$ cat src/rtl/click_array_if.sv
// click_array_if: button/mode inputs and per-channel strobe/state outputs.
// master = user/board side, slave = click_array.
interface click_array_if #(
  parameter int CH = 4
);
  logic [CH-1:0]   button;
  logic [CH-1:0]   mode;
  logic [CH-1:0]   led;
  logic [CH-1:0]   press;
  // "release" is a reserved SystemVerilog keyword, hence the suffix.
  logic [CH-1:0]   release_stb;
  logic [CH-1:0]   long_press;
  logic [CH*8-1:0] click_cnt;

  modport master (
    output button,
    output mode,
    input  led,
    input  press,
    input  release_stb,
    input  long_press,
    input  click_cnt
  );

  modport slave (
    input  button,
    input  mode,
    output led,
    output press,
    output release_stb,
    output long_press,
    output click_cnt
  );
endinterface

$ cat src/rtl/click_array.sv
// click_array: per-channel sync, debounce, edge/long-press strobes, LED toggle.
// Ports: clk, rst (sync, active-low), bus (click_array_if.slave).
// bus: button/mode in; led, press, release_stb, long_press, click_cnt out.
// Macro CLICK_ARRAY_COUNT_EN enables the 8-bit click counters,
// otherwise click_cnt is tied to 0.
module click_array #(
  parameter int CH          = 4,
  parameter int DB_CYCLES   = 16,
  parameter int HOLD_CYCLES = 1000,
  parameter int HOLD_W      = 16
) (
  input logic          clk,
  input logic          rst,
  click_array_if.slave bus
);

  localparam int DBW = $clog2(DB_CYCLES);
  localparam logic [DBW-1:0] DB_MAX =
    DBW'(DB_CYCLES - 1);
  localparam logic [HOLD_W-1:0] HOLD_MAX =
    HOLD_W'(HOLD_CYCLES);
  localparam logic [HOLD_W-1:0] HOLD_M1 =
    HOLD_W'(HOLD_CYCLES - 1);

  logic [CH-1:0]     s1;
  logic [CH-1:0]     s2;
  logic [CH-1:0]     stable;
  logic [CH-1:0]     stable_d;
  logic [CH-1:0]     press_q;
  logic [CH-1:0]     rel_q;
  logic [CH-1:0]     long_q;
  logic [CH-1:0]     long_seen;
  logic [CH-1:0]     led_q;
  logic [DBW-1:0]    db_cnt   [CH];
  logic [HOLD_W-1:0] hold_cnt [CH];

  logic [CH-1:0] press_n;
  logic [CH-1:0] rel_n;
  logic [CH-1:0] long_n;
  logic [CH-1:0] tog_n;

  // Strobes and the LED toggle are decided from the same edge so
  // led changes in the very cycle its press/release strobe is high.
  // Mode-1 toggle uses long_seen before the release clears it.
  always_comb begin
    press_n = stable & ~stable_d;
    rel_n   = ~stable & stable_d;
    tog_n   = (press_n & ~bus.mode)
            | (rel_n & bus.mode & ~long_seen);
    long_n  = '0;
    for (int i = 0; i < CH; i++) begin
      long_n[i] = stable[i]
                & (hold_cnt[i] == HOLD_M1)
                & ~long_seen[i];
    end
  end

  always_ff @(posedge clk) begin
    if (!rst) begin
      s1        <= '0;
      s2        <= '0;
      stable    <= '0;
      stable_d  <= '0;
      press_q   <= '0;
      rel_q     <= '0;
      long_q    <= '0;
      long_seen <= '0;
      led_q     <= '0;
      for (int i = 0; i < CH; i++) begin
        db_cnt[i]   <= '0;
        hold_cnt[i] <= '0;
      end
    end else begin
      s1        <= bus.button;
      s2        <= s1;
      stable_d  <= stable;
      press_q   <= press_n;
      rel_q     <= rel_n;
      long_q    <= long_n;
      led_q     <= led_q ^ tog_n;
      long_seen <= (long_seen | long_n) & ~rel_n;
      for (int i = 0; i < CH; i++) begin
        if (s2[i] != stable[i]) begin
          if (db_cnt[i] == DB_MAX) begin
            stable[i] <= s2[i];
            db_cnt[i] <= '0;
          end else begin
            db_cnt[i] <= db_cnt[i] + 1'b1;
          end
        end else begin
          db_cnt[i] <= '0;
        end
        if (!stable[i]) begin
          hold_cnt[i] <= '0;
        end else if (hold_cnt[i] != HOLD_MAX) begin
          hold_cnt[i] <= hold_cnt[i] + 1'b1;
        end
      end
    end
  end

  assign bus.led         = led_q;
  assign bus.press       = press_q;
  assign bus.release_stb = rel_q;
  assign bus.long_press  = long_q;

`ifdef CLICK_ARRAY_COUNT_EN
  logic [7:0] cnt [CH];

  always_ff @(posedge clk) begin
    if (!rst) begin
      for (int i = 0; i < CH; i++) begin
        cnt[i] <= '0;
      end
    end else begin
      for (int i = 0; i < CH; i++) begin
        if (tog_n[i]) begin
          cnt[i] <= cnt[i] + 8'd1;
        end
      end
    end
  end

  always_comb begin
    bus.click_cnt = '0;
    for (int i = 0; i < CH; i++) begin
      bus.click_cnt[8*i +: 8] = cnt[i];
    end
  end
`else
  assign bus.click_cnt = '0;
`endif

endmodule

$ cat src/flat_wrapper.sv
// flat-port wrapper written by rule: the top's interface ports become plain ports
module click_array_flat 
#(
  parameter int CH          = 4,
  parameter int DB_CYCLES   = 16,
  parameter int HOLD_CYCLES = 1000,
  parameter int HOLD_W      = 16
)
  (clk, rst, bus_button, bus_mode, bus_led, bus_press, bus_release_stb, bus_long_press, bus_click_cnt);
  click_array_if #(.CH(CH)) bus_i ();
  input logic clk;
  input logic rst;
  input wire logic [$bits(bus_i.button)-1:0] bus_button;
  input wire logic [$bits(bus_i.mode)-1:0] bus_mode;
  output wire logic [$bits(bus_i.led)-1:0] bus_led;
  output wire logic [$bits(bus_i.press)-1:0] bus_press;
  output wire logic [$bits(bus_i.release_stb)-1:0] bus_release_stb;
  output wire logic [$bits(bus_i.long_press)-1:0] bus_long_press;
  output wire logic [$bits(bus_i.click_cnt)-1:0] bus_click_cnt;
  assign bus_i.button = bus_button;
  assign bus_i.mode = bus_mode;
  assign bus_led = bus_i.led;
  assign bus_press = bus_i.press;
  assign bus_release_stb = bus_i.release_stb;
  assign bus_long_press = bus_i.long_press;
  assign bus_click_cnt = bus_i.click_cnt;
  click_array #(.CH(CH), .DB_CYCLES(DB_CYCLES), .HOLD_CYCLES(HOLD_CYCLES), .HOLD_W(HOLD_W)) u_core (.clk(clk), .rst(rst), .bus(bus_i));
endmodule
$ cat config.mk
export PLATFORM = sky130hd
export DESIGN_NAME = click_array_flat
export DESIGN_NICKNAME = d
export VERILOG_FILES = /design/src/rtl/click_array_if.sv /design/src/rtl/click_array.sv /design/src/flat_wrapper.sv
export SDC_FILE = /design/constraint.sdc
export NUM_CORES = 1
export LEC_CHECK = 0
export ABC_AREA = 1
export CAP_MARGIN = 15
export CORE_MARGIN = 5
export CORE_UTILIZATION = 28
export CTS_BUF_LIST = sky130_fd_sc_hd__clkbuf_4 sky130_fd_sc_hd__clkbuf_8
export CTS_CLUSTER_DIAMETER = 100
export DETAILED_ROUTE_END_ITERATION = 16
export PLACE_DENSITY_LB_ADDON = 0.15
export SYNTH_ARGS = -nofsm -noshare
export SYNTH_HDL_FRONTEND = slang
export SYNTH_SLANG_ARGS = --single-unit
$ cat constraint.sdc
create_clock -name clk -period 4.7 [get_ports clk]
set_input_delay 0.94 -clock clk [delete_from_list [all_inputs] [get_ports clk]]
set_output_delay 0.94 -clock clk [all_outputs]
set_load 0.01 [all_outputs]
Word level (Yosys, flattened, before mapping)

Memories as Yosys holds them, arrays and structs flattened.
Cells that the tools add are included.

Mux-type cells: 93
Reduce and logical (&&, ||, !) cells: 4
Equal/unequal tests: 16
Add/sub/neg operators: 8
Bitwise gates (word level): 46

Operator list:

| kind                                            | count |
|---|---|
| 2-to-1 mux 16 bit                               | 8 |
| 2-to-1 mux 1 bit                                | 73 |
| adder 16 x 1 -> 16 bit, second input constant   | 4 |
| == test 16 x 10 -> 1 bit, second input constant | 4 |
| != test 16 x 10 -> 1 bit, second input constant | 4 |
| 2-to-1 mux 4 bit                                | 12 |
| AND 4 bit                                       | 6 |
| NOT 4 bit                                       | 5 |
| bitwise OR 1 bit                                | 20 |
| adder 4 x 1 -> 4 bit, second input constant     | 4 |
| == test 4 bit, second input constant            | 4 |
| AND 1 bit                                       | 8 |
| bitwise OR 4 bit                                | 2 |
| AND reduction 2 bit                             | 4 |
| != test 1 bit                                   | 4 |
| NOT 1 bit                                       | 4 |
| XOR 4 bit                                       | 1 |

Logic and storage cells: 181
Memory bits (writable): 80
Flip-flop bits (word level): 36
Output and inout port bits: 48
Memories kept: 2

Memory list:

| name            | depth | bits a word | rd ports | clocked after Yosys merged registers in | write ports | line              | text |
|---|---|---|---|---|---|---|---|
| u_core.hold_cnt | 4     | 16          | 4        | 0                                       | 4           | click_array.sv:35 | `logic [HOLD_W-1:0] hold_cnt [CH];` |
| u_core.db_cnt   | 4     | 4           | 4        | 0                                       | 4           | click_array.sv:34 | `logic [DBW-1:0] db_cnt [CH];` |

Logic depth before layout (Yosys ltp)

An unclocked memory read counts as a cell.

Depth in word-level cells: 9
Gate-level depth with buffers: 9

Worst setup path before layout

OpenSTA, ideal clock, no wires.

Kind: input-to-reg
From: in rst
To: mem u_core.hold_cnt[2][0] (enable)
Slack: 2.539 ns
Stages: 4
Library setup time: 0.451 ns
Arrival time: 1.710 ns
Required time: 4.249 ns
Path buffers: 1
Cells stage by stage: buf_4 nand2_1 inv_1 nand4_1

RTL lines:

| what            | line               | text |
|---|---|---|
| start, declared | flat_wrapper.sv:12 | `input logic rst;` |
| end, declared   | click_array.sv:35  |  |

==> metrics <==
syn_area_per_cell 8.28 um2; crit-path cells clkdlybuf4s50_1, nand2_1, inv_1, nand3_1; fin. max-slew vios 0; H-tree Lvls 4; reg2reg setup slack 2.74 ns; multi-input logic area 2700 um2; Syn Inst Count 762; sequential share of the synthesized area 0.495; Crit Path Class in -> reg; DP HPWL 9160 um; setup tns final 0 ns; top cells by area, synth edfxtp_1 (38%), dfxtp_1 (11%), nand2_1 (9.6%); final worst-path setup slack 2.19 ns; element type at the critical path end flip-flop; grt ovf 0; Resized cells post-CTS 0; via density per instance 4.17; WL/cell 11.3 um; die footprint 25600 um2; leak pwr 2.54 nW; area grow syn2layout 13.4%; R2R depth 5; Inst Count DP 1081; cell taking the most area after synthesis edfxtp_1; max_cap viols 0; Final period util 0.534; largest net degree at the start of global routing 28; hold_sp u_core.stable_d[0]; Starting Density 0.281; hold depth 1; Worst EP arrival 2.45 ns; R2R Path Start u_core.hold_cnt[3][0]; top cell type's share of synthesized area 0.381; Synth Area in Adders 0.0238; CTS tree done; maximum clock path buffer count 2; Max Clock Freq 0.399 GHz; most frequent cells in the layout nand2_1 (162), nor2_1 (133), inv_1 (89); Tot Pwr 1.99 mW; Total GRT Usage 0.101; status complete, no violations; Reg area 3120 um2; Buffers on Ports 25; switch share 0.218; CORE AREA 22400 um2; Slew @ Worst Pin 0.828 ns; end of the worst register-to-register path u_core.hold_cnt[3][14]; number of flops mapped to enable cells by yosys 80; GP Congestion 0.745; antenna viol nets, final 0; Max-slew headroom 0.446; clk_skew 0.0129 ns; Post CTS Setup Buffer Count 0; Switch Pwr 0.434 mW; DRC viols 0; Routed WL 12600 um; min Tclk post-route 2.51 ns; number of top-level pins 58; dpl ws 1.71 ns; Worst Path Required 4.64 ns; Worst Path Max Fanout 16; vias in the first global route 4350; DIE WIDTH 160 um; root buffer cell clkbuf_8; die height 160 um; WHS Endpoint u_core.bus.press[0]; fin cells 1113; number of inserted diodes 0; initial antenna violation count 0; Final Net Count 837; VDD IR max 0.000136 V; CP startpoint kind primary input; commonest non-fill, non-tap cell in the layout nand2_1; final hold violation count 0; XOR/XNOR share of the synthesized area 0.0361; fillers 2382; CTS sink cnt 116; RSZ-0062 raised after global routing no; Post-synth ARST share 0; post-synthesis mux area share 0; clk_lat worst skew 0.43 ns; crit-path max cell delay 0.62 ns; first-pass GRT wire length 21200 um; simple-gate area share of the yosys netlist 0.290; Synth Register Bits 116; final setup fails 0; CTS Buf Count 17; sequential share of power 0.551; Synth warnings 0; clock share of power 0.424; CTS clk-pin slew, worst paths 0.07 ns; post-synthesis compound-gate area fraction 0.0492; Synth Flop Type edfxtp_1; vias 4646; hold crit path type reg -> reg; Site Rows 55; # hold bufs at CTS 0; post-synth cell types 29; Int Pwr 1.56 mW; power density over the cells 279 nW/um2; Comb pwr share 0.025; drt first pass iters 4; 1st-iter DRT viols 233; CP max stage cell clkdlybuf4s50_1; share of cells above drive strength 1 0.0845; mapped cell area 6310 um2; largest family of logic cells by synthesized area simple AND/OR/NAND/NOR gates
[Yosys cell counts (3+ instances only)]
library cell,n
nor3_1,8
ha_1,12
nor2_2,17
inv_1,89
buf_6,3
dfxtp_1,36
buf_4,34
xor2_1,8
nand2_1,162
o21ai_0,13
nand3_1,49
xnor2_1,18
nor2_4,3
or2_0,3
nand3b_1,7
a21oi_1,44
nand2_2,7
nand4_1,20
nor2_1,133
edfxtp_1,80
[worst max-delay path: cells and delay by family]
family / cells / cell delay, ns
buffers and inverters: 2 / 0.78
AND/OR/NAND/NOR: 2 / 0.73
[registers in the layout, indices dropped and copies added (netlist names)]
name	flops
u_core.stable	4
u_core.s1	4
u_core.bus.long_press	4
u_core.db_cnt	16
u_core.stable_d	4
u_core.bus.led	4
u_core.bus.release_stb	4
u_core.long_seen	4
u_core.hold_cnt	64
u_core.s2	4
u_core.bus.press	4
[metal layers]
| layer | track usage | wire (um) |
|---|---|---|
| met1 | 0.137 | 6460 |
| met2 | 0.151 | 5450 |
| met3 | 0.0341 | 531 |
| met4 | 0.0329 | 140 |
| met5 | 0 | 0 |
[area by class of cell]
cell class / instances / area share
inverter: 91 / 0.0478
sequential: 116 / 0.437
clock inverter: 6 / 0.00385
tap: 285 / 0.0499
timing repair buffer: 28 / 0.0381
clock buffer: 26 / 0.0465
multi-input combinational: 561 / 0.377
[power by group through the flow]
stage | Clock, mW | Sequential [mW] | Combinational [mW]
after global placement | 0 | 1.12 | 0.0499
after floorplan | 0 | 1.12 | 0.0545
after CTS | 0.882 | 1.10 | 0.0499
final | 0.846 | 1.10 | 0.0502
after detailed placement | 0 | 1.12 | 0.0497
after global routing | 0.928 | 1.10 | 0.0576
[kinds of logic after synthesis]
logic type | Yosys count
AO/OA/AOI/OAI | 60
other | 2
AND/OR/NAND/NOR | 415
XOR/XNOR | 26
buffers and inverters | 131
flip-flops | 116
adder cells (fa/ha/maj) | 12
[stage by stage]
| stage | utilization | instance area, um2 | hold slack [ns] |
|---|---|---|---|
| after floorplan | - | 6480 | 0.390 |
| after global placement | 0.303 | 6790 | 0.399 |
| after detailed placement | 0.303 | 6790 | 0.399 |
| after CTS | 0.319 | 7150 | 0.410 |
| after global routing | 0.319 | 7150 | 0.426 |
| final | 0.319 | 7150 | 0.410 |
[worst max-delay path by stage]
stage | startpoint | end | cells after the start | slack [ns]
after floorplan | rst | u_core.hold_cnt[2][0] | 4 | 2.54
after global placement | rst | u_core.hold_cnt[3][7] | 4 | 1.72
final | rst | u_core.hold_cnt[3][14] | 4 | 2.19
after global routing | rst | u_core.hold_cnt[0][1] | 4 | 2.10
after CTS | rst | u_core.hold_cnt[0][1] | 4 | 2.19
after detailed placement | rst | u_core.hold_cnt[3][7] | 4 | 1.71
(Power assumes the default switching activity.)
